$ cat config.mk
export PLATFORM = sky130hd
export DESIGN_NAME = cnn_kernel_mc
export DESIGN_NICKNAME = d
export VERILOG_FILES = /design/src/rtl/cnn_kernel_mc.sv
export SDC_FILE = /design/constraint.sdc
export NUM_CORES = 2
export LEC_CHECK = 0
export CORE_UTILIZATION = 40
export CTS_BUF_LIST = sky130_fd_sc_hd__clkbuf_8
export DETAILED_ROUTE_END_ITERATION = 16
export DONT_BUFFER_PORTS = 1
export GPL_TIMING_DRIVEN = 0
export PLACE_DENSITY = 0.61
export SYNTH_ARGS = -nofsm -noshare
export SYNTH_HDL_FRONTEND = slang
export SYNTH_SLANG_ARGS = --single-unit
$ cat constraint.sdc
create_clock -name clk -period 12.1 [get_ports clk]
set_clock_uncertainty 0.2 [all_clocks]
set_input_delay 1.815 -clock clk [delete_from_list [all_inputs] [get_ports clk]]
set_output_delay 1.815 -clock clk [all_outputs]
set_load 0.005 [all_outputs]
$ cat src/rtl/cnn_kernel_mc.sv
// ---------------------------------------------------------------------------
// cnn_kernel_mc
// Multi-input-channel convolution kernel engine. Each accepted beat carries
// one input channel's KX*KY window of unsigned pixels plus signed weights.
// CI beats are accumulated into one output-channel result; the bias sampled
// with the last beat is added and the sum is clamped to O_BW bits.
//
// Pipeline: IN (capture + tag) -> MUL -> SUM -> ACC -> OUT
// A last beat sampled at edge E0 strobes o_ot_valid after edge E0+4.
//
// Optional feature macro: CNN_RELU_EN
//   defined   : ReLU followed by unsigned saturation to [0, 2^O_BW-1]
//   undefined : signed saturation to [-2^(O_BW-1), 2^(O_BW-1)-1]
//
// Ports:
//   clk          clock, all state on rising edge
//   reset_n      asynchronous active-low reset
//   i_clr        synchronous abort of partial group and in-flight beats
//   i_in_valid   beat qualifier
//   i_in_fmap    KX*KY unsigned pixels, element n at [n*I_F_BW +: I_F_BW]
//   i_cnn_weight KX*KY signed weights, same indexing
//   i_cnn_bias   signed bias, used only with the last-channel beat
//   o_busy       high while a group is partially accepted
//   o_ot_valid   one-cycle result strobe
//   o_ot_result  clamped result, held until the next strobe
// ---------------------------------------------------------------------------
module cnn_kernel_mc #(
    parameter int KX     = 5,
    parameter int KY     = 5,
    parameter int CI     = 3,
    parameter int I_F_BW = 8,
    parameter int W_BW   = 8,
    parameter int B_BW   = 16,
    parameter int O_BW   = 8
) (
    input  logic                      clk,
    input  logic                      reset_n,
    input  logic                      i_clr,
    input  logic                      i_in_valid,
    input  logic [KX*KY*I_F_BW-1:0]   i_in_fmap,
    input  logic [KX*KY*W_BW-1:0]     i_cnn_weight,
    input  logic [B_BW-1:0]           i_cnn_bias,
    output logic                      o_busy,
    output logic                      o_ot_valid,
    output logic [O_BW-1:0]           o_ot_result
);

    localparam int N      = KX * KY;
    localparam int M_BW   = I_F_BW + W_BW;
    localparam int AK_BW  = M_BW + $clog2(N);
    localparam int ACC_BW = AK_BW + $clog2(CI) + 1;
    localparam int S_BW   = ACC_BW + 1;
    localparam int CNT_BW = (CI > 1) ? $clog2(CI) : 1;

    // ---------------- channel counter / beat tagging ----------------
    logic [CNT_BW-1:0] r_ch_cnt;
    logic [CNT_BW-1:0] w_cnt_nxt;
    logic              r_busy;
    logic              w_accept;
    logic              w_first;
    logic              w_last;

    assign w_accept = i_in_valid & ~i_clr;
    assign w_first  = (r_ch_cnt == '0);
    assign w_last   = (r_ch_cnt == CNT_BW'(CI - 1));

    always_comb begin
        w_cnt_nxt = r_ch_cnt;
        if (i_clr)
            w_cnt_nxt = '0;
        else if (w_accept)
            w_cnt_nxt = w_last ? '0 : r_ch_cnt + CNT_BW'(1);
    end

    // ---------------- pipeline registers ----------------
    logic                     r_in_vld, r_in_first, r_in_last;
    logic [N*I_F_BW-1:0]      r_in_fmap;
    logic [N*W_BW-1:0]        r_in_wt;
    logic signed [B_BW-1:0]   r_in_bias;

    logic                     r_s1_vld, r_s1_first, r_s1_last;
    logic signed [M_BW-1:0]   r_prod [N];
    logic signed [B_BW-1:0]   r_s1_bias;

    logic                     r_s2_vld, r_s2_first, r_s2_last;
    logic signed [AK_BW-1:0]  r_s2_sum;
    logic signed [B_BW-1:0]   r_s2_bias;

    logic                     r_s3_fire;
    logic signed [ACC_BW-1:0] r_acc;
    logic signed [B_BW-1:0]   r_s3_bias;

    logic                     r_ot_valid;
    logic [O_BW-1:0]          r_ot_result;

    // ---------------- combinational datapath ----------------
    logic signed [M_BW-1:0]   w_prod [N];
    logic signed [AK_BW-1:0]  w_sum;
    logic signed [ACC_BW-1:0] w_sum_ext;
    logic signed [S_BW-1:0]   w_s;
    logic [O_BW-1:0]          w_clamp;

    // Pixel is zero-extended (treated as {1'b0,pixel}), weight sign-extended;
    // the M_BW-wide product cannot overflow.
    always_comb begin
        for (int unsigned n = 0; n < N; n++) begin
            w_prod[n] = $signed(M_BW'(r_in_fmap[n*I_F_BW +: I_F_BW]))
                      * $signed(M_BW'($signed(r_in_wt[n*W_BW +: W_BW])));
        end
    end

    always_comb begin
        w_sum = '0;
        for (int unsigned n = 0; n < N; n++)
            w_sum = w_sum + AK_BW'(r_prod[n]);
    end

    assign w_sum_ext = ACC_BW'(r_s2_sum);
    assign w_s       = S_BW'(r_acc) + S_BW'(r_s3_bias);

`ifdef CNN_RELU_EN
    localparam logic signed [S_BW-1:0] C_MAX = S_BW'((2 ** O_BW) - 1);

    always_comb begin
        if (w_s[S_BW-1])
            w_clamp = '0;
        else if (w_s > C_MAX)
            w_clamp = '1;
        else
            w_clamp = w_s[O_BW-1:0];
    end
`else
    localparam logic signed [S_BW-1:0] C_MAX = S_BW'((2 ** (O_BW - 1)) - 1);
    localparam logic signed [S_BW-1:0] C_MIN = -C_MAX - S_BW'(1);

    always_comb begin
        if (w_s > C_MAX)
            w_clamp = C_MAX[O_BW-1:0];
        else if (w_s < C_MIN)
            w_clamp = C_MIN[O_BW-1:0];
        else
            w_clamp = w_s[O_BW-1:0];
    end
`endif

    // ---------------- control state (reset) ----------------
    always_ff @(posedge clk or negedge reset_n) begin
        if (!reset_n) begin
            r_ch_cnt    <= '0;
            r_busy      <= 1'b0;
            r_in_vld    <= 1'b0;
            r_s1_vld    <= 1'b0;
            r_s2_vld    <= 1'b0;
            r_s3_fire   <= 1'b0;
            r_ot_valid  <= 1'b0;
            r_ot_result <= '0;
        end else begin
            r_ch_cnt   <= w_cnt_nxt;
            r_busy     <= (w_cnt_nxt != '0);
            r_in_vld   <= w_accept;
            r_s1_vld   <= r_in_vld & ~i_clr;
            r_s2_vld   <= r_s1_vld & ~i_clr;
            r_s3_fire  <= r_s2_vld & r_s2_last & ~i_clr;
            r_ot_valid <= r_s3_fire & ~i_clr;
            if (r_s3_fire && !i_clr)
                r_ot_result <= w_clamp;
        end
    end

    // ---------------- datapath registers (no reset needed) ----------------
    // Tags travel with the data; only the valid bits above gate them, so a
    // stale tag behind a cleared valid bit is harmless.
    always_ff @(posedge clk) begin
        if (w_accept) begin
            r_in_first <= w_first;
            r_in_last  <= w_last;
            r_in_fmap  <= i_in_fmap;
            r_in_wt    <= i_cnn_weight;
            r_in_bias  <= $signed(i_cnn_bias);
        end
        if (r_in_vld) begin
            r_s1_first <= r_in_first;
            r_s1_last  <= r_in_last;
            r_s1_bias  <= r_in_bias;
            for (int unsigned n = 0; n < N; n++)
                r_prod[n] <= w_prod[n];
        end
        if (r_s1_vld) begin
            r_s2_first <= r_s1_first;
            r_s2_last  <= r_s1_last;
            r_s2_bias  <= r_s1_bias;
            r_s2_sum   <= w_sum;
        end
        // A first beat reloads acc, so back-to-back groups need no bubble.
        if (r_s2_vld) begin
            r_acc <= r_s2_first ? w_sum_ext : r_acc + w_sum_ext;
            if (r_s2_last)
                r_s3_bias <= r_s2_bias;
        end
    end

    assign o_busy      = r_busy;
    assign o_ot_valid  = r_ot_valid;
    assign o_ot_result = r_ot_result;

endmodule

==> results.py <==
metrics = {
    "outcome": {
        "status": "completed",
    },
    "sta": {
        "slew_headroom": 0.0817,
        "period_share": 0.640,
        "worstMarginPinSlew_ns": 1.34,
        "drv_slew": 0,
        "fin_crit_ns": 7.74,
        "rsz0062_at_grt": "no",
        "finalHoldViolations": 0,
        "setup_violations": 0,
        "max_freq_mhz": 129,
    },
    "synth": {
        "yosys.area.top_type_share": 0.299,
        "synthCells": 8215,
        "synth_edf_count": 915,
        "yosys_register_bits": 931,
        "ys_warn_count": 0,
        "syn_avg_cell_area_um2": 11.2,
        "ys_seq_area_frac": 0.303,
        "synthFlopType": "edfxtp_1",
        "syn_nets": 11000,
        "syn_area_um2": 92000,
        "synth.area.top_cells": "edfxtp_1 (30%), fa_1 (29%), ha_1 (15%)",
        "yosys.area.top_type": "edfxtp_1",
        "async_flop_share": 0.0172,
        "ys_types": 64,
    },
    "finish": {
        "layout.nets": 11200,
        "final_cell_mix": "inv_1 (1874), fa_1 (1310), ha_1 (1078)",
        "mostFrequentLayoutCell": "inv_1",
        "finalInstanceArea_um2": 100000,
        "drive_gt1_frac": 0.0347,
        "final_util": 0.439,
        "nFillCells": 21300,
        "fin_cells": 11600,
        "syn_to_final_growth_pct": 8.82,
    },
    "grt": {
        "antenna_found_initial": 71,
        "grt_max_degree": 77,
        "grt_first_pass_wirelength_um": 343000,
        "grt_overflow": 0,
        "gr-usage-all-layers": 0.194,
        "grt_pass1_vias": 60400,
    },
    "die": {
        "core_um2": 228000,
        "row_count": 175,
        "ios": 430,
        "die_area_um2": 232000,
        "die_x_um": 482,
        "die_h_um": 482,
        "start_util": 0.404,
    },
    "critical_path": {
        "cp-end-kind": "flip-flop",
        "critPathKind": "reg2reg",
        "cp.required_ns": 12.52,
        "start_kind": "flip-flop",
        "worst-endpoint-arrival_ns": 8.16,
        "cp_max_fo": 3,
    },
    "route": {
        "ant_nets": 0,
        "drcViolationCount": 0,
        "route.vias.total": 56100,
        "wl_per_cell_um": 18.7,
        "drt_iter0_drc": 2712,
        "drt-total-wl_um": 217000,
        "via_per_inst": 4.84,
        "drt_first_pass_iters": 5,
    },
    "clocking": {
        "cts_max_level": 4,
        "cts-resized-gates": 0,
        "cts_hold_buf": 0,
        "cts_setup_buffers": 0,
        "ctsLongestPathBuffers": 3,
        "cts_tree": "yes",
        "numCtsBuffers": 178,
        "clockRootBuffer": "clkbuf_8",
        "clk_latency_ns": 0.96,
        "cts.clk_slew.worst_paths_ns": 0.07,
        "cts.sinks": 931,
    },
    "placed_design": {
        "dpl.cell_count": 11200,
        "io_buffers": 0,
        "dp_hpwl_um": 181000,
        "place_congestion": 0.878,
        "placed_area_um2": 96300,
    },
    "worst_hold_path": {
        "min_path_type": "reg2reg",
    },
    "job": {
        "max_cap_violations": 0,
    },
}
[synthesized netlist by cell type (4+ instances only)]
cell          n
nand4_1       6
o21a_1       39
nand2_1     652
a21o_1       59
o31ai_1      10
and2_1      849
a21oi_1     146
xor2_1       41
nand2b_1    172
and3_1        9
nor2b_1      61
o21ai_0     160
a31oi_1       6
inv_1      1849
edfxtp_1    915
a2111oi_0     4
o21ai_1       5
buf_2         5
o41ai_1      18
a211oi_1     19
nor2_1      304
o211ai_1      7
ha_1       1078
dfrtp_1      16
fa_1       1310
nor3_1       43
o21bai_1      4
clkbuf_1      8
o41a_1       13
xnor2_1     281
a21boi_0     51
or3_1         9
nand3_1      17
[worst paths after layout]
kind / start / end / slack, ns / depth (start not counted)
worst max-delay path: r_prod[0][115] / r_s2_sum[20] / 4.36 / 20
worst min register to register: r_s2_bias[8] / r_s3_bias[8] / 0.21 / 0
worst max register to register: r_prod[0][115] / r_s2_sum[20] / 4.36 / 20
min in group asynchronous: reset_n / o_ot_result[5] / 0.40 / 0
max in group asynchronous: reset_n / r_in_vld / 11.20 / 0
worst min-delay path: r_s2_bias[8] / r_s3_bias[8] / 0.21 / 0
[kinds of logic (layout without fill, tap and decap cells)]
family,after synthesis,in the layout,synth area share
AO/OA/AOI/OAI,566,566,0.0391
XOR/XNOR,322,322,0.0306
adder cells (fa/ha/maj),2388,2388,0.432
buffers and inverters,1864,2206,0.0762
flip-flops,931,931,0.303
multiplexers,5,5,0.000585
other,0,31,0
AND/OR/NAND/NOR,2139,2139,0.119
[worst max-delay path, stage by stage (launching register included)]
cell	delay (ns)
edfxtp_1	0.50
fa_1	0.60
fa_1	0.47
fa_1	0.58
fa_1	0.65
fa_1	0.46
fa_1	0.49
inv_1	0.05
fa_1	0.47
inv_1	0.04
ha_1	0.31
nor2b_1	0.14
o21ai_0	0.25
a21boi_1	0.14
o21ai_0	0.25
a21oi_1	0.16
a41o_1	0.29
o41a_1	0.35
a41oi_1	0.26
a21oi_1	0.11
xnor2_1	0.61
[flip-flops by register name, summed over array words and instances, names as in the netlist, 2 cells and up]
| name | cells |
|---|---|
| r_prod | 400 |
| r_in_fmap | 200 |
| r_in_wt | 200 |
| r_acc | 24 |
| r_s2_sum | 21 |
| r_in_bias | 16 |
| r_s1_bias | 16 |
| r_s2_bias | 16 |
| r_s3_bias | 16 |
| o_ot_result | 8 |
| r_ch_cnt | 2 |
[layer usage]
layer | GRT usage | routed length, µm
met5 | 0 | 210
met4 | 0.0558 | 5940
met3 | 0.0367 | 12000
met2 | 0.318 | 103000
met1 | 0.259 | 95700
[final cells by class]
type / instances / area, µm² / share of cell area
inverter: 1850 / 6940 / 0.0694
sequential: 931 / 27900 / 0.278
clock inverter: 139 / 1290 / 0.0129
buffer: 14 / 66.3 / 0.000662
tap: 3009 / 3760 / 0.0376
clock buffer: 182 / 2500 / 0.0250
timing repair buffer: 21 / 465 / 0.00465
multi-input combinational: 5420 / 57100 / 0.571
antenna: 31 / 77.6 / 0.000775
[stage by stage]
| stage | hold WS, ns | setup slack (ns) | TNS (ns) |
|---|---|---|---|
| global route | 0.222 | 4.05 | 0 |
| CTS | 0.212 | 4.29 | 0 |
| global placement | 0.204 | -1.76 | -693.64 |
| detailed placement | 0.205 | 4.32 | 0 |
| floorplan | 0.200 | 2.33 | 0 |
| finish | 0.210 | 4.36 | 0 |
Power is not shown: default switching activity piles up to over one toggle a cycle in this logic, so the estimate is an artifact.
